<file path="src/rtl/clk_synth_if.sv">
// Request/status bundle for clk_synth: frequency request handshake plus
// the generated clock and its status flags.
interface clk_synth_if #(
    parameter int FREQ_W = 26
);
    logic [FREQ_W-1:0] freq_set;
    logic              set_valid;
    logic              set_ready;
    logic              clk_out;
    logic              locked;
    logic              err;
    logic [25:0]       div_out;

    // Requester side (board logic or bench)
    modport master (
        output freq_set, set_valid,
        input  set_ready, clk_out, locked, err, div_out
    );

    // Generator side
    modport slave (
        input  freq_set, set_valid,
        output set_ready, clk_out, locked, err, div_out
    );
endinterface

</file>
<file path="src/rtl/clk_synth.sv">
// Programmable square-wave generator. A requested frequency is turned into
// a half-period divisor N = floor(CLK_FS / (2*freq)) by a 26-step restoring
// divider, then clk_out toggles every N reference cycles. A retune while
// running only swaps N on a toggle edge, so every half-period is either the
// old N or the new N.
module clk_synth #(
    parameter logic [25:0] CLK_FS = 26'd50_000_000,
    parameter int          FREQ_W = 26
) (
    input  logic        clk_fs,
    input  logic        rst_n,
    clk_synth_if.slave  bus
);
    localparam int DW = FREQ_W + 2;   // shifted partial remainder width

    typedef enum logic [1:0] {IDLE, DIV, APPLY, RUN} state_t;

    state_t            state;
    logic [FREQ_W-1:0] freq_q;
    logic [FREQ_W:0]   rem;
    logic [25:0]       quo;
    logic [4:0]        bidx;
    logic [25:0]       hcnt;
    logic [25:0]       div_q;
    logic              run_act;       // clock generator is toggling on div_q
    logic              clk_q;
    logic              ready_q;
    logic              locked_q;
    logic              err_q;

    // Divider datapath: bring down one dividend bit, subtract 2*freq if it fits
    logic [DW-1:0] d_ext;
    logic [DW-1:0] r_sh;
    logic [DW-1:0] r_nxt;
    logic          q_bit;
    logic          unused_rtop;

    assign d_ext       = {1'b0, freq_q, 1'b0};
    assign r_sh        = {rem, CLK_FS[bidx]};
    assign q_bit       = (r_sh >= d_ext);
    assign r_nxt       = q_bit ? (r_sh - d_ext) : r_sh;
    // remainder stays below 2*freq, so the top bit is always zero
    assign unused_rtop = r_nxt[DW-1];

    // Toggle event of the running generator: last count of the half-period
    logic tgl;
    assign tgl = run_act && (hcnt == div_q - 26'd1);

    // Control FSM, divider and half-period counter with registered outputs
    always_ff @(posedge clk_fs or negedge rst_n) begin
        if (!rst_n) begin
            state    <= IDLE;
            freq_q   <= '0;
            rem      <= '0;
            quo      <= '0;
            bidx     <= '0;
            hcnt     <= '0;
            div_q    <= '0;
            run_act  <= 1'b0;
            clk_q    <= 1'b0;
            ready_q  <= 1'b1;
            locked_q <= 1'b0;
            err_q    <= 1'b0;
        end else begin
            // Generator keeps running on the current N through DIV/APPLY
            if (run_act) begin
                if (tgl) begin
                    clk_q <= ~clk_q;
                    hcnt  <= '0;
                end else begin
                    hcnt  <= hcnt + 26'd1;
                end
            end

            case (state)
                IDLE, RUN: begin
                    if (bus.set_valid) begin
                        freq_q   <= bus.freq_set;
                        err_q    <= 1'b0;
                        locked_q <= 1'b0;
                        ready_q  <= 1'b0;
                        rem      <= '0;
                        quo      <= '0;
                        bidx     <= 5'd25;
                        state    <= DIV;
                    end
                end

                DIV: begin
                    rem  <= r_nxt[FREQ_W:0];
                    quo  <= {quo[24:0], q_bit};
                    bidx <= bidx - 5'd1;
                    if (bidx == 5'd0)
                        state <= APPLY;
                end

                APPLY: begin
                    if (freq_q == '0 || quo == '0) begin
                        // unrealisable request: stop the output entirely
                        err_q   <= 1'b1;
                        clk_q   <= 1'b0;
                        hcnt    <= '0;
                        div_q   <= '0;
                        run_act <= 1'b0;
                        ready_q <= 1'b1;
                        state   <= IDLE;
                    end else if (!run_act) begin
                        // stopped: start fresh, low phase first
                        div_q    <= quo;
                        clk_q    <= 1'b0;
                        hcnt     <= '0;
                        run_act  <= 1'b1;
                        locked_q <= 1'b1;
                        ready_q  <= 1'b1;
                        state    <= RUN;
                    end else if (tgl) begin
                        // running: swap N on this toggle so no runt half-period
                        div_q    <= quo;
                        locked_q <= 1'b1;
                        ready_q  <= 1'b1;
                        state    <= RUN;
                    end
                end

                default: state <= IDLE;
            endcase
        end
    end

    assign bus.set_ready = ready_q;
    assign bus.clk_out   = clk_q;
    assign bus.locked    = locked_q;
    assign bus.err       = err_q;
    assign bus.div_out   = div_q;
endmodule

</file>
<file path="src/flat_wrapper.sv">
// flat-port wrapper written by rule: the top's interface ports become plain ports
module clk_synth_flat 
#(
    parameter logic [25:0] CLK_FS = 26'd50_000_000,
    parameter int          FREQ_W = 26
)
  (clk_fs, rst_n, bus_freq_set, bus_set_valid, bus_set_ready, bus_clk_out, bus_locked, bus_err, bus_div_out);
  clk_synth_if #(.FREQ_W(FREQ_W)) bus_i ();
  input  logic clk_fs;
  input  logic rst_n;
  input wire logic [$bits(bus_i.freq_set)-1:0] bus_freq_set;
  input wire logic [$bits(bus_i.set_valid)-1:0] bus_set_valid;
  output wire logic [$bits(bus_i.set_ready)-1:0] bus_set_ready;
  output wire logic [$bits(bus_i.clk_out)-1:0] bus_clk_out;
  output wire logic [$bits(bus_i.locked)-1:0] bus_locked;
  output wire logic [$bits(bus_i.err)-1:0] bus_err;
  output wire logic [$bits(bus_i.div_out)-1:0] bus_div_out;
  assign bus_i.freq_set = bus_freq_set;
  assign bus_i.set_valid = bus_set_valid;
  assign bus_set_ready = bus_i.set_ready;
  assign bus_clk_out = bus_i.clk_out;
  assign bus_locked = bus_i.locked;
  assign bus_err = bus_i.err;
  assign bus_div_out = bus_i.div_out;
  clk_synth #(.CLK_FS(CLK_FS), .FREQ_W(FREQ_W)) u_core (.clk_fs(clk_fs), .rst_n(rst_n), .bus(bus_i));
endmodule
</file>
<file path="config.mk">
export PLATFORM = sky130hd
export DESIGN_NAME = clk_synth_flat
export DESIGN_NICKNAME = d
export VERILOG_FILES = /design/src/rtl/clk_synth_if.sv /design/src/rtl/clk_synth.sv /design/src/flat_wrapper.sv
export SDC_FILE = /design/constraint.sdc
export NUM_CORES = 1
export LEC_CHECK = 0
export CAP_MARGIN = 5
export CORE_UTILIZATION = 50
export DETAILED_ROUTE_END_ITERATION = 7
export PLACE_DENSITY = 0.75
export RECOVER_POWER = 100
export SLEW_MARGIN = 20
export SYNTH_ARGS = -nofsm -noshare
export SYNTH_HDL_FRONTEND = slang
export SYNTH_SLANG_ARGS = --single-unit
</file>
<file path="constraint.sdc">
create_clock -name clk_fs -period 3.87 [get_ports clk_fs]
set_clock_uncertainty 0.15 [all_clocks]
set_input_delay 1.161 -clock clk_fs [delete_from_list [all_inputs] [get_ports clk_fs]]
set_output_delay 1.161 -clock clk_fs [all_outputs]
set_load 0.05 [all_outputs]
</file>
==> metrics.yaml, run 1 <==
status:
  status: "finished with violations"
  violations: "max-capacitance violations, max-slew violations"
detailed_routing:
  via_count: 7055
  drc_errors: 0
  drt_wl_total_mm: 20.3
  drt_iter0_drc: 411
  ant_nets: 0
  viasPerCell: 5.89
  first_pass_iters: 5
  wire_per_inst_um: 17.0
floorplanning:
  die-area_um2: 17800
  num_rows: 47
  die_y_um: 134
  die_width_um: 134
  io-pin-count: 59
  start_util_pct: 51.6
  coreArea_um2: 16800
global_routing:
  grt_usage_pct: 24.3
  gr-total-overflow: 0
  antenna_found_initial: 0
  grt_pass1_vias: 6942
  grt_max_degree: 62
  grt_pass1_wl_mm: 34.5
critical_path:
  critPathRequiredTime_ns: 4.03
  cpLargestDelayFamily: "compound AO/OA/AOI/OAI gates"
  arrival_ns: 3.74
  endpoint: "u_core.bus.div_out[4]$_DFFE_PN0P_"
  reg2reg_from: "u_core.bus.div_out[0]$_DFFE_PN0P_"
  cp_cell_sequence: "inv_1 -> ha_1 -> nor3b_2 -> nand3_2 -> or4_1 -> a2111oi_2 -> nand4_2 -> buf_4 -> o41ai_4 -> o21ai_4 -> a22o_2"
  end_kind: "flop"
  crit_slowest_cell: "or4_1"
  path_buf_inv: 2
  start_kind: "flop"
  cp.depth: 11
  worstReg2RegEnd: "u_core.bus.div_out[4]$_DFFE_PN0P_"
  rr_worst_depth: 11
  critical_path_class: "reg2reg"
  startpoint: "u_core.bus.div_out[0]$_DFFE_PN0P_"
  reg2reg_slack_ns: 0.29
  crit_path_max_fanout: 26
  critPathMaxStageDelay_ns: 0.51
logic_synthesis:
  syn_nets: 972
  synth.top_cell.area_share_pct: 41.1
  yosysWarnings: 0
  syn_avg_cell_area_um2: 9.51
  synth.most_common_cell: "dfrtp_1"
  postSynthCellCount: 909
  yosysSeqAreaShare_pct: 41.4
  ys.flop_type: "dfrtp_1"
  synth_area_leader_cell: "dfrtp_1"
  ys_seq_elements: 143
  synth_edf_count: 0
  synthArstFlopShare_pct: 100
  netlist_area_um2: 8650
  synthTopCellsByArea: "dfrtp_1, a22o_1, ha_1, mux2_2, xnor2_1"
  synthTopCellsByCount: "dfrtp_1, nand2_1, nor2_1"
  synth_cell_types: 76
clocking:
  clk_latency_ns: 0.42
  root_buffer: "clkbuf_16"
  clkTransAtPathRegs_ns: 0.06
  clk_path_buf_depth: 2
  cts_tree: "done"
  cts_buffers: 17
  htree_levels: 4
  holdBufCountCts: 0
  cts.sinks: 143
  cts_setup_buffers: 0
min_path:
  hold_path_class: "reg2reg"
power_and_ir_drop:
  clockPowerShare_pct: 26.6
  combPwrFrac_pct: 39.8
  swShare_pct: 38.7
  power_mw: 5.84
  p_switching_mw: 2.26
  ir_worst_vdd_mv: 0.502
  power.static_leakage_nw: 4.76
  p_seq_share_pct: 33.6
  power_density_nw_per_um2: 581
  p_int_mw: 3.58
finish:
  fillers: 1413
  syn2layout_area_growth_pct: 16.2
  layout-drive-gt1-share_pct: 10.8
  diodes: 0
  fin_nets: 1028
job:
  cap_violations: 2
sta:
  whs_ns: 0.340
  hold_viol: 0
  post-route-min-period_ns: 3.58
  rsz0062_at_grt: "no"
  setup_tns_ns: 0
  setup_violations: 0
  fin_crit_sh_pct: 92.5
  slew_headroom_pct: -5.04
  fmax_mhz: 279
  worst_pin_slew_ns: 1.58
  finalMaxSlewViolations: 92
placed_design:
  gp_congestion: 0.921
  numPortBuffers: 58
  dp_hpwl_mm: 14.6
==> sequential cells by signal (all words and copies together), names as in the netlist <==
| signal | flops |
|---|---|
| u_core.rem | 27 |
| u_core.bus.div_out | 26 |
| u_core.freq_q | 26 |
| u_core.hcnt | 26 |
| u_core.quo | 26 |
| u_core.bidx | 5 |
| u_core.state | 2 |
| u_core.bus.clk_out | 1 |
| u_core.bus.err | 1 |
| u_core.bus.locked | 1 |
| u_core.bus.set_ready | 1 |
| u_core.run_act | 1 |
==> cell families (layout without fill, tap and decap cells) <==
family | after synthesis | after routing | share of synthesized area (%)
AO/OA/AOI/OAI | 229 | 229 | 18.5
multiplexers | 44 | 44 | 5.51
buffers and inverters | 92 | 160 | 4.31
adder cells (fa/ha/maj) | 34 | 34 | 5.01
XOR/XNOR | 73 | 73 | 7.39
AND/OR/NAND/NOR | 294 | 294 | 17.9
flip-flops | 143 | 143 | 41.4
==> through the flow <==
stage / setup WS (ns) / area (um^2) / utilization, % / std cells
after floorplan: 0.164 / 8650 / - / 909
after global placement: 0.219 / 9530 / 56.8 / 1166
after detailed placement: 0.0459 / 9530 / 56.8 / 1166
after CTS: 0.0505 / 10100 / 60.2 / 1197
after global routing: 0.0402 / 10100 / 60.0 / 1197
final: 0.290 / 10100 / 60.0 / 1197
==> metal layers <==
layer | GRT usage [%] | up-vias | routed length (um)
met2 | 40.0 | 168 | 9980
met1 | 31.8 | 3449 | 9220
met4 | 7.58 | 0 | 350
li1 | - | 3415 | -
met3 | 5.40 | 23 | 799
met5 | 0 | - | 0
==> cell usage in the layout, fill, tap and decap left out, types with 4 or more instances in the layout <==
cell	count
a21oi_1	45
dlygate4sd3_1	31
mux2i_1	14
nand3_1	26
o21ai_0	54
buf_4	19
a32oi_1	5
ha_1	33
clkbuf_16	17
clkdlybuf4s50_1	26
a21o_1	6
dfrtp_1	142
a31oi_1	5
o22ai_1	6
or3_1	6
nand4_1	13
nor3_1	17
o21bai_1	4
clkinvlp_4	4
nand2b_1	14
nand2_1	75
nand3b_1	4
and3_1	9
mux2_2	29
inv_1	46
and2_1	4
clkbuf_2	5
o41ai_1	4
nor2_1	66
a22o_1	52
xor2_1	36
or4_1	7
nor4_1	16
a211oi_1	7
o211ai_1	10
xnor2_1	37
clkinv_2	4
nor2b_1	10
==> worst min-delay path, delay by kind of cell, from the launching register on <==
kind | cells | cell delay [ns]
and+or+nand+nor | 1 | 0.05
AOI/OAI and AO/OA | 1 | 0.05
DFF | 1 | 0.35
==> power by group through the flow <==
stage | logic (mW) | clock network, mW | registers (mW)
6_report | 2.32 | 1.55 | 1.96
5_1_grt | 2.60 | 1.64 | 2.00
4_1_cts | 2.34 | 1.58 | 1.96
3_5_place_dp | 2.32 | 0 | 1.98
3_3_place_gp | 2.29 | 0 | 1.98
2_1_floorplan | 1.75 | 0 | 1.95
==> timing repair <==
item,CTS,global route
endpoints found under the setup margin,0,50
hold endpoints to repair,0,0
gates resized for setup,0,2
==> worst min-delay path by stage <==
stage	from	endpoint	slack, ns	cells past startpoint
floorplan	u_core.rem[13]$_DFFE_PN0P_	u_core.rem[13]$_DFFE_PN0P_	0.32	2
finish	u_core.bus.locked$_DFFE_PN0P_	u_core.bus.locked$_DFFE_PN0P_	0.34	2
detailed placement	u_core.bus.locked$_DFFE_PN0P_	u_core.bus.locked$_DFFE_PN0P_	0.33	2
CTS	u_core.bus.locked$_DFFE_PN0P_	u_core.bus.locked$_DFFE_PN0P_	0.35	2
global route	u_core.rem[20]$_DFFE_PN0P_	u_core.rem[20]$_DFFE_PN0P_	0.40	2
global placement	u_core.rem[13]$_DFFE_PN0P_	u_core.rem[13]$_DFFE_PN0P_	0.34	2
==> cell type report <==
| type | instances | area, um^2 | share of cell area [%] |
|---|---|---|---|
| multi-input cells | 674 | 4720 | 47.0 |
| flip-flops and latches | 143 | 3580 | 35.6 |
| repair buffers | 83 | 746 | 7.42 |
| clock buffers | 21 | 470 | 4.68 |
| well taps | 220 | 275 | 2.74 |
| inverters | 46 | 173 | 1.72 |
| clock inverters | 10 | 88.8 | 0.884 |
Power figures use the tool's default switching activity.
==> inputs of run 2 (changes only) <==
- SLEW_MARGIN: 20 -> not set
==> run 2 against run 1 <==
Fmax decreased by 0.23%. Critical path depth stayed put. Power is essentially flat. Worst hold slack is essentially flat. Sequential share of layout area fell by 0.053 points. Final cell count stayed put. Largest power group unchanged. Combinational power about the same. The run still ends with max-capacitance violations, max-slew violations left. Die area unchanged. Global-route usage is the same. Worst setup slack got worse by 0.0082 ns. Sequential power hardly changed. Highest routed layer unchanged. Clock power is essentially flat.
==> metrics.yaml, run 2 (synthesis gave the netlist of run 1 again) <==
sta:
  fmax_mhz: 279
  post-route-min-period_ns: 3.59
  worst_pin_slew_ns: 1.58
  finalMaxSlewViolations: 91
  hold_viol: 0
  setup_tns_ns: 0
  rsz0062_at_grt: "no"
  whs_ns: 0.339
  slew_headroom_pct: -5.61
  fin_crit_sh_pct: 92.7
  setup_violations: 0
clocking:
  root_buffer: "clkbuf_16"
  clk_path_buf_depth: 2
  cts_buffers: 17
  htree_levels: 4
  clk_latency_ns: 0.42
  holdBufCountCts: 0
  cts_tree: "done"
  clkTransAtPathRegs_ns: 0.06
  cts.sinks: 143
  cts_setup_buffers: 0
finish:
  diodes: 0
  fin_nets: 1028
  final_core_util_pct: 60.1
  most-common-layout-cells: "dfrtp_1, nand2_1, nor2_1"
  largest_reg_flops: 27
  regMostFlops: "u_core.rem"
  fillers: 1411
  final_common_cell: "dfrtp_1"
  layout-drive-gt1-share_pct: 10.8
  syn2layout_area_growth_pct: 16.4
critical_path:
  end_kind: "flop"
  start_kind: "flop"
  critPathRequiredTime_ns: 4.03
  arrival_ns: 3.75
  reg2reg_slack_ns: 0.28
  critical_path_class: "reg2reg"
  crit_path_max_fanout: 26
detailed_routing:
  ant_nets: 0
  drt_wl_total_mm: 20.4
  drc_errors: 0
  drt_iter0_drc: 448
  viasPerCell: 5.91
  via_count: 7078
  first_pass_iters: 5
  wire_per_inst_um: 17.0
power_and_ir_drop:
  power_mw: 5.84
  power_density_nw_per_um2: 580
  power.static_leakage_nw: 4.77
  ir_worst_vdd_mv: 0.501
status:
  violations: "max-capacitance violations, max-slew violations"
  status: "finished with violations"
global_routing:
  grt_usage_pct: 24.3
  grt_pass1_vias: 6942
  grt_pass1_wl_mm: 34.5
  antenna_found_initial: 0
  grt_max_degree: 62
  gr-total-overflow: 0
floorplanning:
  start_util_pct: 51.6
  num_rows: 47
  die-area_um2: 17800
  die_y_um: 134
  io-pin-count: 59
  coreArea_um2: 16800
  die_width_um: 134
placed_design:
  numPortBuffers: 58
  dp_hpwl_mm: 14.6
  gp_congestion: 0.921
min_path:
  hold_path_class: "reg2reg"
job:
  cap_violations: 2
==> run 2: cell count changes in the layout (fill, tap and decap cells not counted), sizes merged <==
cell,change
clkbuf,-1
buf,+1
==> run 2: path summary, 6_finish.rpt <==
check,from,end,depth (start not counted)
max,u_core.bus.div_out[0]$_DFFE_PN0P_,u_core.bus.div_out[4]$_DFFE_PN0P_,11
min,u_core.bus.locked$_DFFE_PN0P_,u_core.bus.locked$_DFFE_PN0P_,2
max reg2reg,u_core.bus.div_out[0]$_DFFE_PN0P_,u_core.bus.div_out[4]$_DFFE_PN0P_,11
min reg2reg,u_core.bus.locked$_DFFE_PN0P_,u_core.bus.locked$_DFFE_PN0P_,2
max in group asynchronous,rst_n,u_core.bus.div_out[7]$_DFFE_PN0P_,2
min in group asynchronous,rst_n,u_core.hcnt[8]$_DFF_PN0_,1
==> run 2: layer usage <==
metal  wire, um  GRT usage, %  vias up
met3        722          5.40       26
met2       9930          40.0      152
met1       9350          31.8     3477
li1           -             -     3423
met5          0             0        -
met4        358          7.58        0
==> run 2: timing repair <==
action,4_1_cts,5_1_grt
endpoints found under the hold margin,0,0
setup endpoints to repair,0,50
gates resized for setup,0,3
==> run 2: critical path, stage by stage (launching register included) <==
cell       delay [ns]
dfrtp_1          0.42
inv_1            0.09
ha_1             0.23
nor3b_2          0.25
nand3_2          0.15
or4_1            0.51
a2111oi_2        0.40
nand4_2          0.16
buf_4            0.19
o41ai_4          0.32
o21ai_4          0.25
a22o_2           0.34
==> run 2: report_power, final <==
group | switching, mW | leakage, nW | internal, mW
sequential | 0.219 | 1.91 | 1.74
combinational | 1.41 | 2.59 | 0.913
clock | 0.629 | 0.267 | 0.926
==> run 2: stage by stage <==
stage          setup WS, ns  instances  cell area, um^2
6_report              0.281       1197            10100
5_1_grt              0.0611       1197            10100
4_1_cts              0.0505       1197            10100
3_5_place_dp         0.0459       1166             9530
3_3_place_gp          0.219       1166             9530
2_1_floorplan         0.164        909             8650
==> run 2: final cells by class <==
class	instances	area [um^2]	share of cell area [%]
Sequential cell	143	3580	35.6
Clock inverter	10	88.8	0.882
Clock buffer	21	470	4.67
Tap cell	220	275	2.73
Inverter	46	173	1.72
Timing Repair Buffer	83	761	7.56
Multi-Input combinational cell	674	4720	46.9
